==> config.mk <==
export PLATFORM = sky130hd
export DESIGN_NAME = alu_share_arb_flat
export DESIGN_NICKNAME = d
export VERILOG_FILES = /design/src/rtl/alu_share_arb_if.sv /design/src/rtl/alu_share_arb.sv /design/src/flat_wrapper.sv
export SDC_FILE = /design/constraint.sdc
export NUM_CORES = 1
export LEC_CHECK = 0
export CAP_MARGIN = 20
export CORE_ASPECT_RATIO = 0.5
export CORE_MARGIN = 3
export CORE_UTILIZATION = 41
export CTS_BUF_LIST = sky130_fd_sc_hd__clkbuf_8
export DETAILED_ROUTE_END_ITERATION = 12
export PLACE_DENSITY = 0.86
export SKIP_LAST_GASP = 1
export SLEW_MARGIN = 20
export SYNTH_ARGS = -nofsm -noshare
export SYNTH_HDL_FRONTEND = slang
export SYNTH_SLANG_ARGS = --single-unit
==> constraint.sdc <==
create_clock -name clk_i -period 4.35 [get_ports clk_i]
set_input_delay 0.6525 -clock clk_i [delete_from_list [all_inputs] [get_ports clk_i]]
set_output_delay 0.6525 -clock clk_i [all_outputs]
set_load 0.05 [all_outputs]
==> src/rtl/alu_share_arb_if.sv <==
// Bundle of request, ALU-side and response signals around the shared-ALU arbiter.
// The slave modport is the arbiter's view; master is the surrounding pipeline's view.
interface alu_share_arb_if #(
   parameter int DATA_W = 32,
   parameter int OP_W   = 4
);
   logic              req0_valid_i;
   logic              req0_ready_o;
   logic [DATA_W-1:0] req0_op1_i;
   logic [DATA_W-1:0] req0_op2_i;
   logic [OP_W-1:0]   req0_op_i;

   logic              req1_valid_i;
   logic              req1_ready_o;
   logic [DATA_W-1:0] req1_op1_i;
   logic [DATA_W-1:0] req1_op2_i;
   logic [OP_W-1:0]   req1_op_i;

   logic [DATA_W-1:0] alu_operand1_o;
   logic [DATA_W-1:0] alu_operand2_o;
   logic [OP_W-1:0]   alu_op_o;
   logic [DATA_W-1:0] alu_data_i;

   logic              rsp_valid_o;
   logic              rsp_ready_i;
   logic [DATA_W-1:0] rsp_data_o;
   logic              rsp_id_o;

   modport slave (
      input  req0_valid_i, req0_op1_i, req0_op2_i, req0_op_i,
      input  req1_valid_i, req1_op1_i, req1_op2_i, req1_op_i,
      output req0_ready_o, req1_ready_o,
      output alu_operand1_o, alu_operand2_o, alu_op_o,
      input  alu_data_i,
      output rsp_valid_o, rsp_data_o, rsp_id_o,
      input  rsp_ready_i
   );

   modport master (
      output req0_valid_i, req0_op1_i, req0_op2_i, req0_op_i,
      output req1_valid_i, req1_op1_i, req1_op2_i, req1_op_i,
      input  req0_ready_o, req1_ready_o,
      input  alu_operand1_o, alu_operand2_o, alu_op_o,
      output alu_data_i,
      input  rsp_valid_o, rsp_data_o, rsp_id_o,
      output rsp_ready_i
   );
endinterface

==> src/rtl/alu_share_arb.sv <==
// Round-robin arbiter/sequencer sharing one ALU between two requesters.
// Define ALU_ARB_FIXED_PRIO_EN to make requester 0 win every tie.
module alu_share_arb #(
   parameter int DATA_W = 32,
   parameter int OP_W   = 4
) (
   input logic             clk_i,
   input logic             rst_ni,
   alu_share_arb_if.slave  bus
);

   typedef enum logic [1:0] {IDLE, EXEC, RESP} state_t;

   state_t            state_q, state_d;
   logic              last_grant_q;
   logic              id_q;
   logic              grant;
   logic              can_accept;
   logic              handshake;
   logic [DATA_W-1:0] op1_q, op2_q, rsp_data_q;
   logic [OP_W-1:0]   op_q;
   logic              rsp_valid_q, rsp_id_q;

   assign can_accept = (state_q == IDLE) || ((state_q == RESP) && bus.rsp_ready_i);

   // NOTE: every signal written here gets a default first so no latch is inferred.
   always_comb begin
      grant = ~last_grant_q;
      unique case ({bus.req1_valid_i, bus.req0_valid_i})
         2'b01:   grant = 1'b0;
         2'b10:   grant = 1'b1;
`ifdef ALU_ARB_FIXED_PRIO_EN
         2'b11:   grant = 1'b0;
`else
         2'b11:   grant = ~last_grant_q;
`endif
         default: grant = ~last_grant_q;
      endcase
   end

   assign bus.req0_ready_o = can_accept & ~grant;
   assign bus.req1_ready_o = can_accept &  grant;
   assign handshake = (bus.req0_valid_i & bus.req0_ready_o) |
                      (bus.req1_valid_i & bus.req1_ready_o);

   always_comb begin
      state_d = state_q;
      unique case (state_q)
         IDLE:    if (handshake) state_d = EXEC;
         EXEC:    state_d = RESP;
         RESP:    if (bus.rsp_ready_i) state_d = handshake ? EXEC : IDLE;
         default: state_d = IDLE;
      endcase
   end

   // NOTE: state is updated with non-blocking assignments so all registers see pre-edge values.
   always_ff @(posedge clk_i or negedge rst_ni) begin
      if (!rst_ni) begin
         state_q      <= IDLE;
         last_grant_q <= 1'b1;
         id_q         <= 1'b0;
         op1_q        <= '0;
         op2_q        <= '0;
         op_q         <= '0;
      end else begin
         state_q <= state_d;
         if (handshake) begin
            last_grant_q <= grant;
            id_q         <= grant;
            op1_q        <= grant ? bus.req1_op1_i : bus.req0_op1_i;
            op2_q        <= grant ? bus.req1_op2_i : bus.req0_op2_i;
            op_q         <= grant ? bus.req1_op_i  : bus.req0_op_i;
         end
      end
   end

   // Response side: the ALU result is sampled during the single EXEC cycle and
   // then held until the consumer takes it.
   always_ff @(posedge clk_i or negedge rst_ni) begin
      if (!rst_ni) begin
         rsp_valid_q <= 1'b0;
         rsp_data_q  <= '0;
         rsp_id_q    <= 1'b0;
      end else if (state_q == EXEC) begin
         rsp_valid_q <= 1'b1;
         rsp_data_q  <= bus.alu_data_i;
         rsp_id_q    <= id_q;
      end else if ((state_q == RESP) && bus.rsp_ready_i) begin
         rsp_valid_q <= 1'b0;
      end
   end

   assign bus.alu_operand1_o = op1_q;
   assign bus.alu_operand2_o = op2_q;
   assign bus.alu_op_o       = op_q;
   assign bus.rsp_valid_o    = rsp_valid_q;
   assign bus.rsp_data_o     = rsp_data_q;
   assign bus.rsp_id_o       = rsp_id_q;

endmodule

==> src/flat_wrapper.sv <==
// flat-port wrapper written by rule: the top's interface ports become plain ports
module alu_share_arb_flat 
#(
   parameter int DATA_W = 32,
   parameter int OP_W   = 4
)
  (clk_i, rst_ni, bus_req0_valid_i, bus_req0_op1_i, bus_req0_op2_i, bus_req0_op_i, bus_req1_valid_i, bus_req1_op1_i, bus_req1_op2_i, bus_req1_op_i, bus_req0_ready_o, bus_req1_ready_o, bus_alu_operand1_o, bus_alu_operand2_o, bus_alu_op_o, bus_alu_data_i, bus_rsp_valid_o, bus_rsp_data_o, bus_rsp_id_o, bus_rsp_ready_i);
  alu_share_arb_if #(.DATA_W(DATA_W), .OP_W(OP_W)) bus_i ();
  input logic clk_i;
  input logic rst_ni;
  input wire logic [$bits(bus_i.req0_valid_i)-1:0] bus_req0_valid_i;
  input wire logic [$bits(bus_i.req0_op1_i)-1:0] bus_req0_op1_i;
  input wire logic [$bits(bus_i.req0_op2_i)-1:0] bus_req0_op2_i;
  input wire logic [$bits(bus_i.req0_op_i)-1:0] bus_req0_op_i;
  input wire logic [$bits(bus_i.req1_valid_i)-1:0] bus_req1_valid_i;
  input wire logic [$bits(bus_i.req1_op1_i)-1:0] bus_req1_op1_i;
  input wire logic [$bits(bus_i.req1_op2_i)-1:0] bus_req1_op2_i;
  input wire logic [$bits(bus_i.req1_op_i)-1:0] bus_req1_op_i;
  output wire logic [$bits(bus_i.req0_ready_o)-1:0] bus_req0_ready_o;
  output wire logic [$bits(bus_i.req1_ready_o)-1:0] bus_req1_ready_o;
  output wire logic [$bits(bus_i.alu_operand1_o)-1:0] bus_alu_operand1_o;
  output wire logic [$bits(bus_i.alu_operand2_o)-1:0] bus_alu_operand2_o;
  output wire logic [$bits(bus_i.alu_op_o)-1:0] bus_alu_op_o;
  input wire logic [$bits(bus_i.alu_data_i)-1:0] bus_alu_data_i;
  output wire logic [$bits(bus_i.rsp_valid_o)-1:0] bus_rsp_valid_o;
  output wire logic [$bits(bus_i.rsp_data_o)-1:0] bus_rsp_data_o;
  output wire logic [$bits(bus_i.rsp_id_o)-1:0] bus_rsp_id_o;
  input wire logic [$bits(bus_i.rsp_ready_i)-1:0] bus_rsp_ready_i;
  assign bus_i.req0_valid_i = bus_req0_valid_i;
  assign bus_i.req0_op1_i = bus_req0_op1_i;
  assign bus_i.req0_op2_i = bus_req0_op2_i;
  assign bus_i.req0_op_i = bus_req0_op_i;
  assign bus_i.req1_valid_i = bus_req1_valid_i;
  assign bus_i.req1_op1_i = bus_req1_op1_i;
  assign bus_i.req1_op2_i = bus_req1_op2_i;
  assign bus_i.req1_op_i = bus_req1_op_i;
  assign bus_req0_ready_o = bus_i.req0_ready_o;
  assign bus_req1_ready_o = bus_i.req1_ready_o;
  assign bus_alu_operand1_o = bus_i.alu_operand1_o;
  assign bus_alu_operand2_o = bus_i.alu_operand2_o;
  assign bus_alu_op_o = bus_i.alu_op_o;
  assign bus_i.alu_data_i = bus_alu_data_i;
  assign bus_rsp_valid_o = bus_i.rsp_valid_o;
  assign bus_rsp_data_o = bus_i.rsp_data_o;
  assign bus_rsp_id_o = bus_i.rsp_id_o;
  assign bus_i.rsp_ready_i = bus_rsp_ready_i;
  alu_share_arb #(.DATA_W(DATA_W), .OP_W(OP_W)) u_core (.clk_i(clk_i), .rst_ni(rst_ni), .bus(bus_i));
endmodule
==> impl_metrics.yaml, run 1 <==
worst_setup_path:
  start_kind: "primary input"
  slowest_stage: "clkdlybuf4s50_1"
  cpPeakStageDelay_ns: 0.80
  crit_type: "in2out"
  arrival_ns: 2.87
  crit_fanout: 3
  worstPathRequired_ns: 3.70
  crit_path_cell_trace: "clkdlybuf4s50_1 > inv_1 > ha_1 > nor2_1 > a2111o_2 > inv_2 > clkdlybuf4s50_1"
  crit_family: "buffers and inverters"
  crit_buf_inv: 4
  endpoint_kind: "output port"
  cp_common_cell: "clkdlybuf4s50_1"
synthesis:
  synthDistinctLibCells: 25
  synth_area_sq_mm: 0.00455
  netlist_instances: 329
  yosysTopAreaCellShare_pct: 57.8
  async_reset_ff_share_pct: 100
  yosys_most_used_dff: "dfrtp_1"
  yosys.area.top_type: "dfrtp_1"
  avgSynthCellArea_sq_um: 13.8
  ys_ff_latch: 106
  seq_area_frac_synth_pct: 58.3
  syn_nets: 503
  ys_top_cells_by_area: "dfrtp_1, o221a_2, or3_1"
  synth.yosys.warnings: 0
  synth-edff-count: 0
cts:
  clkSinkCount: 106
  cts_tree: "built"
  cts_hold_buf: 0
  numCtsBuffers: 9
  cts.clk_slew.worst_paths_ns: 0.09
  clk_latency_ns: 0.35
  cts.htree.levels: 3
  cts.path.max_buffers: 2
  cts_resized: 0
  cts.root.buffer_cell: "clkbuf_8"
  post_cts_buffers: 0
grt:
  grt_start_max_net_pins: 79
  grt_pass1_vias: 4204
  grt_first_pass_wirelength_um: 22900
  track_usage_pct: 23.5
  antenna_found_initial: 0
  grt_overflow_total: 0
final_layout:
  final_cells: 734
  nFillCells: 755
  syn_to_final_growth_pct: 66.1
  final_nets: 764
  antennaDiodeCount: 0
  drive_above_1_share_pct: 21.7
timing:
  tns_ns: 0
  skew_ns: 0.00448
  rsz0062_at_grt: "no"
  hold_viol_final: 0
  period_minus_slack_ns: 3.52
  drv_slew: 0
  slew_headroom_pct: 33.4
  hold_ws_ns: 0.452
  fin_crit_sh_pct: 80.9
  tightestPinTransition_ns: 0.998
  max_freq_ghz: 0.284
  setup_viol: 0
placed_design:
  dpl.hpwl_um: 10900
  placed_cells: 719
  gp_congestion: 0.812
  port_buffers: 276
floorplan:
  io_pins: 277
  die_h_um: 80.5
  core-area_sq_mm: 0.0105
  die-area_sq_mm: 0.0125
  die_x_um: 155
  fp-row-count: 26
  start_util_pct: 43.3
route:
  drc_errors: 0
  firstDrtPassIters: 4
  wirelength_um: 15100
  drt_iter0_markers: 250
  ant_nets: 0
  wl_per_cell_um: 20.5
  vias_per_cell: 5.35
  vias: 3925
pwr:
  vdd_drop_max_mv: 0.403
  power.leakage_nw: 2.92
  power_density_mw_per_mm2: 843
flow_run:
  maxCapViolCount: 0
status:
  status: "completed"
hold_path:
  min_path_type: "in2async"
## worst reg2reg max path, delay by kind of cell, from the launching register on
kind	cells	cell delay, ns
AO/OA/AOI/OAI	1	0.32
buffers and inverters	1	0.41
flip-flops	1	0.43
AND/OR/NAND/NOR	3	0.94
## placed cells by master, fill, tap and decap left out, types with 2 or more instances in the layout
| cell type | synthesis | routed |
|---|---|---|
| a21o_1 | 2 | 2 |
| a21oi_1 | 2 | 2 |
| buf_4 | 5 | 7 |
| bufinv_16 | 0 | 2 |
| clkbuf_8 | 0 | 9 |
| clkdlybuf4s50_1 | 0 | 275 |
| clkinv_2 | 0 | 3 |
| dfrtp_1 | 105 | 105 |
| inv_1 | 4 | 4 |
| mux2_2 | 33 | 33 |
| nor2_1 | 3 | 2 |
| o21a_1 | 2 | 2 |
| o221a_2 | 67 | 67 |
| or3_1 | 68 | 68 |
## registers in the layout (all words and copies together), names as in the netlist, 2 cells and up
signal,flops
u_core.bus.alu_operand2_o,32
u_core.state_q,2
u_core.bus.rsp_data_o,32
u_core.bus.alu_op_o,4
u_core.bus.alu_operand1_o,32
## cells by family after synthesis
family                     count (synthesis)  share of synthesized area (%)
AOI/OAI and AO/OA                         76                           18.4
adders and majority gates                  1                          0.275
buffers and inverters                     37                           4.48
DFF                                      106                           58.3
muxes                                     33                           8.17
and+or+nand+nor                           76                           10.3
## Yosys cell counts (2+ instances only)
cell,count
a21o_1,2
a21oi_1,2
buf_2,3
buf_4,5
buf_6,2
clkbuf_1,20
dfrtp_1,105
inv_1,4
mux2_2,33
nand2_1,2
nor2_1,3
o21a_1,2
o221a_2,67
or3_1,68
## report_power, final
group          leakage, nW  internal, W  switching [W]
Clock                0.105     0.000318       0.000319
Combinational         1.61      0.00150        0.00246
Sequential            1.20      0.00148       0.000292
Total                 2.92      0.00330        0.00307
## final timing paths
kind	from	endpoint	slack [ns]	cells after the start
min reg2reg	u_core.id_q	u_core.id_q	0.50	1
min	rst_ni	u_core.bus.rsp_data_o[21]	0.45	1
max	bus_req0_valid_i	bus_req1_ready_o	0.83	7
max reg2reg	u_core.state_q[1]	u_core.bus.alu_operand2_o[9]	2.14	5
max in group asynchronous	rst_ni	u_core.state_q[1]	2.92	2
min in group clk_i	u_core.id_q	u_core.id_q	0.50	1
## layer usage
metal  vias up  global-route usage [%]  part of all wire, %
li1       1805                       -                    -
met1      1922                    27.9                   38
met2       155                    41.7                   53
met3        43                    5.01                  5.1
met4         0                    10.6                  3.8
met5         -                       0                    0
## area by class of cell
class	count	area (sq um)	area share (%)
inverter	5	18.8	0.248
multi-input combinational	186	1700	22.4
clock buffer	9	124	1.64
sequential	106	2650	35.1
clock inverter	6	82.6	1.09
timing repair buffer	282	2810	37.1
tap	140	175	2.32
## metrics by stage
| stage | total power, W | worst slack, ns | util [%] | area, sq um |
|---|---|---|---|---|
| after global placement | 0.00569 | 0.871 | 69.9 | 7350 |
| after global routing | 0.00663 | 0.712 | 71.9 | 7550 |
| after detailed placement | 0.00577 | 0.839 | 69.9 | 7350 |
| final | 0.00637 | 0.831 | 71.9 | 7550 |
| after floorplan | 0.00436 | 1.30 | - | 4550 |
| after CTS | 0.00642 | 0.831 | 71.9 | 7550 |
(Power assumes the default switching activity.)
==> run 2, diff against run 1 <==
Settings changed: CORE_UTILIZATION 41 to 38, PLACE_DENSITY 0.86 to 0.81.
Clock period 4.35 ns to 3.66 ns, I/O delays scaled along.
==> impl_metrics.yaml, run 2 (synthesis gave the netlist of run 1 again) <==
worst_setup_path:
  cp_common_cell: "clkdlybuf4s50_1"
  crit_path_cell_trace: "clkdlybuf4s50_1 > ha_1 > nor2_1 > a21o_1 > nor3b_1 > clkdlybuf4s50_1"
  start_kind: "primary input"
  worstPathRequired_ns: 3.11
  crit_family: "buffers and inverters"
  crit_fanout: 3
  slowest_stage: "clkdlybuf4s50_1"
  arrival_ns: 2.72
  cpPeakStageDelay_ns: 0.83
  crit_type: "in2out"
  crit_buf_inv: 2
  regToRegSetupSlack_ns: 1.48
  endpoint_kind: "output port"
final_layout:
  multi_input_area_sq_mm: 0.00170
  nFillCells: 881
  final_nets: 763
  antennaDiodeCount: 0
  regArea_sq_mm: 0.00265
  final_common_cell: "clkdlybuf4s50_1"
  final_cells: 750
  final_cell_mix: "clkdlybuf4s50_1, dfrtp_1, or3_1, o221a_2, mux2_2"
  syn_to_final_growth_pct: 66.7
  drive_above_1_share_pct: 21.5
  postLayoutCellArea_sq_mm: 0.00758
placed_design:
  gp_congestion: 0.830
  port_buffers: 276
  dpl.hpwl_um: 10900
  dpl_cell_area_sq_mm: 0.00740
  placed_cells: 737
route:
  vias: 3903
  ant_nets: 0
  firstDrtPassIters: 4
  drc_errors: 0
  wl_per_cell_um: 20.3
  vias_per_cell: 5.20
  wirelength_um: 15200
  drt_iter0_markers: 246
pwr:
  pwr-share-clk_pct: 9.4
  seqPwrFrac_pct: 27.9
  combPwrFrac_pct: 62.7
  p_int_w: 0.00389
  p_sw_share_pct: 48.2
  power_density_mw_per_mm2: 990
  p_total_w: 0.00750
  power.leakage_nw: 2.91
  vdd_drop_max_mv: 0.469
  p_switching_w: 0.00362
floorplan:
  die_x_um: 161
  fp-row-count: 27
  start_util_pct: 40.2
  die_h_um: 83.4
  io_pins: 277
  core-area_sq_mm: 0.0113
  die-area_sq_mm: 0.0134
timing:
  hold_ws_ns: 0.309
  period_minus_slack_ns: 3.27
  max_freq_ghz: 0.305
  hold_viol_final: 0
  tightestPinTransition_ns: 0.887
  setup_viol: 0
  rsz0062_at_grt: "no"
  slew_headroom_pct: 40.9
  skew_ns: 0.00831
  fin_crit_sh_pct: 89.4
  tns_ns: 0
  drv_slew: 0
grt:
  track_usage_pct: 22.7
  grt_first_pass_wirelength_um: 24000
  grt_pass1_vias: 4217
  grt_start_max_net_pins: 70
  grt_overflow_total: 0
  antenna_found_initial: 0
status:
  status: "completed"
hold_path:
  min_path_type: "in2async"
cts:
  cts_resized: 0
  cts.root.buffer_cell: "clkbuf_8"
  numCtsBuffers: 9
  cts.htree.levels: 3
  cts_tree: "built"
  cts.clk_slew.worst_paths_ns: 0.10
  post_cts_buffers: 0
  cts.path.max_buffers: 2
  clkSinkCount: 106
  cts_hold_buf: 0
  clk_latency_ns: 0.36
flow_run:
  maxCapViolCount: 0
-- run 2: cell count changes in the layout (fill, tap and decap cells not counted), sizes merged --
| cell | before | now |
|---|---|---|
| bufinv | 2 | 1 |
| clkbuf | 9 | 10 |
| clkdlybuf4s50 | 275 | 274 |
| clkinv | 3 | 2 |
| inv | 5 | 4 |
-- run 2: final cells by class --
class / count / share of cell area, %
flip-flops and latches: 106 / 35.0
repair buffers: 281 / 37.4
well taps: 159 / 2.62
multi-input cells: 186 / 22.4
clock buffers: 10 / 1.82
inverters: 5 / 0.248
clock inverters: 3 / 0.561
-- run 2: final timing paths --
kind,from,cells past startpoint,end
max in group asynchronous,rst_ni,2,u_core.bus.alu_operand1_o[20]
min in group clk_i,u_core.id_q,1,u_core.id_q
min,rst_ni,1,u_core.bus.alu_operand2_o[26]
max,bus_req1_valid_i,6,bus_req0_ready_o
max reg2reg,u_core.state_q[1],5,u_core.bus.alu_operand1_o[12]
min reg2reg,u_core.id_q,1,u_core.id_q
-- run 2: worst register-to-register path: stages (launching register included) --
cell and delay (ns):
dfrtp_1 0.43, nor2b_4 0.16, a2111o_2 0.42, inv_2 0.10, a22o_4 0.63, o221a_2 0.38
-- run 2: through the flow --
step | setup WS (ns) | utilization, %
6_report | 0.386 | 67.0
5_1_grt | 0.253 | 67.0
2_1_floorplan | 0.816 | -
4_1_cts | 0.382 | 67.0
3_5_place_dp | 0.387 | 65.4
3_3_place_gp | 0.446 | 65.4
-- run 2: layer usage --
| layer | up-vias | wire [um] | GRT usage [%] | share of wire, % |
|---|---|---|---|---|
| met3 | 40 | 665 | 4.73 | 4.4 |
| li1 | 1800 | - | - | - |
| met4 | 0 | 510 | 8.59 | 3.3 |
| met2 | 124 | 7960 | 39.7 | 52 |
| met5 | - | 0 | 0 | 0 |
| met1 | 1939 | 6100 | 27.9 | 40 |
-- run 2: power groups by stage --
stage	Clock [W]	Combinational, W	Sequential [W]
2_1_floorplan	0	0.00113	0.00406
3_3_place_gp	0	0.00469	0.00209
3_5_place_dp	0	0.00474	0.00210
4_1_cts	0.000727	0.00475	0.00209
5_1_grt	0.000774	0.00490	0.00218
6_report	0.000704	0.00470	0.00209
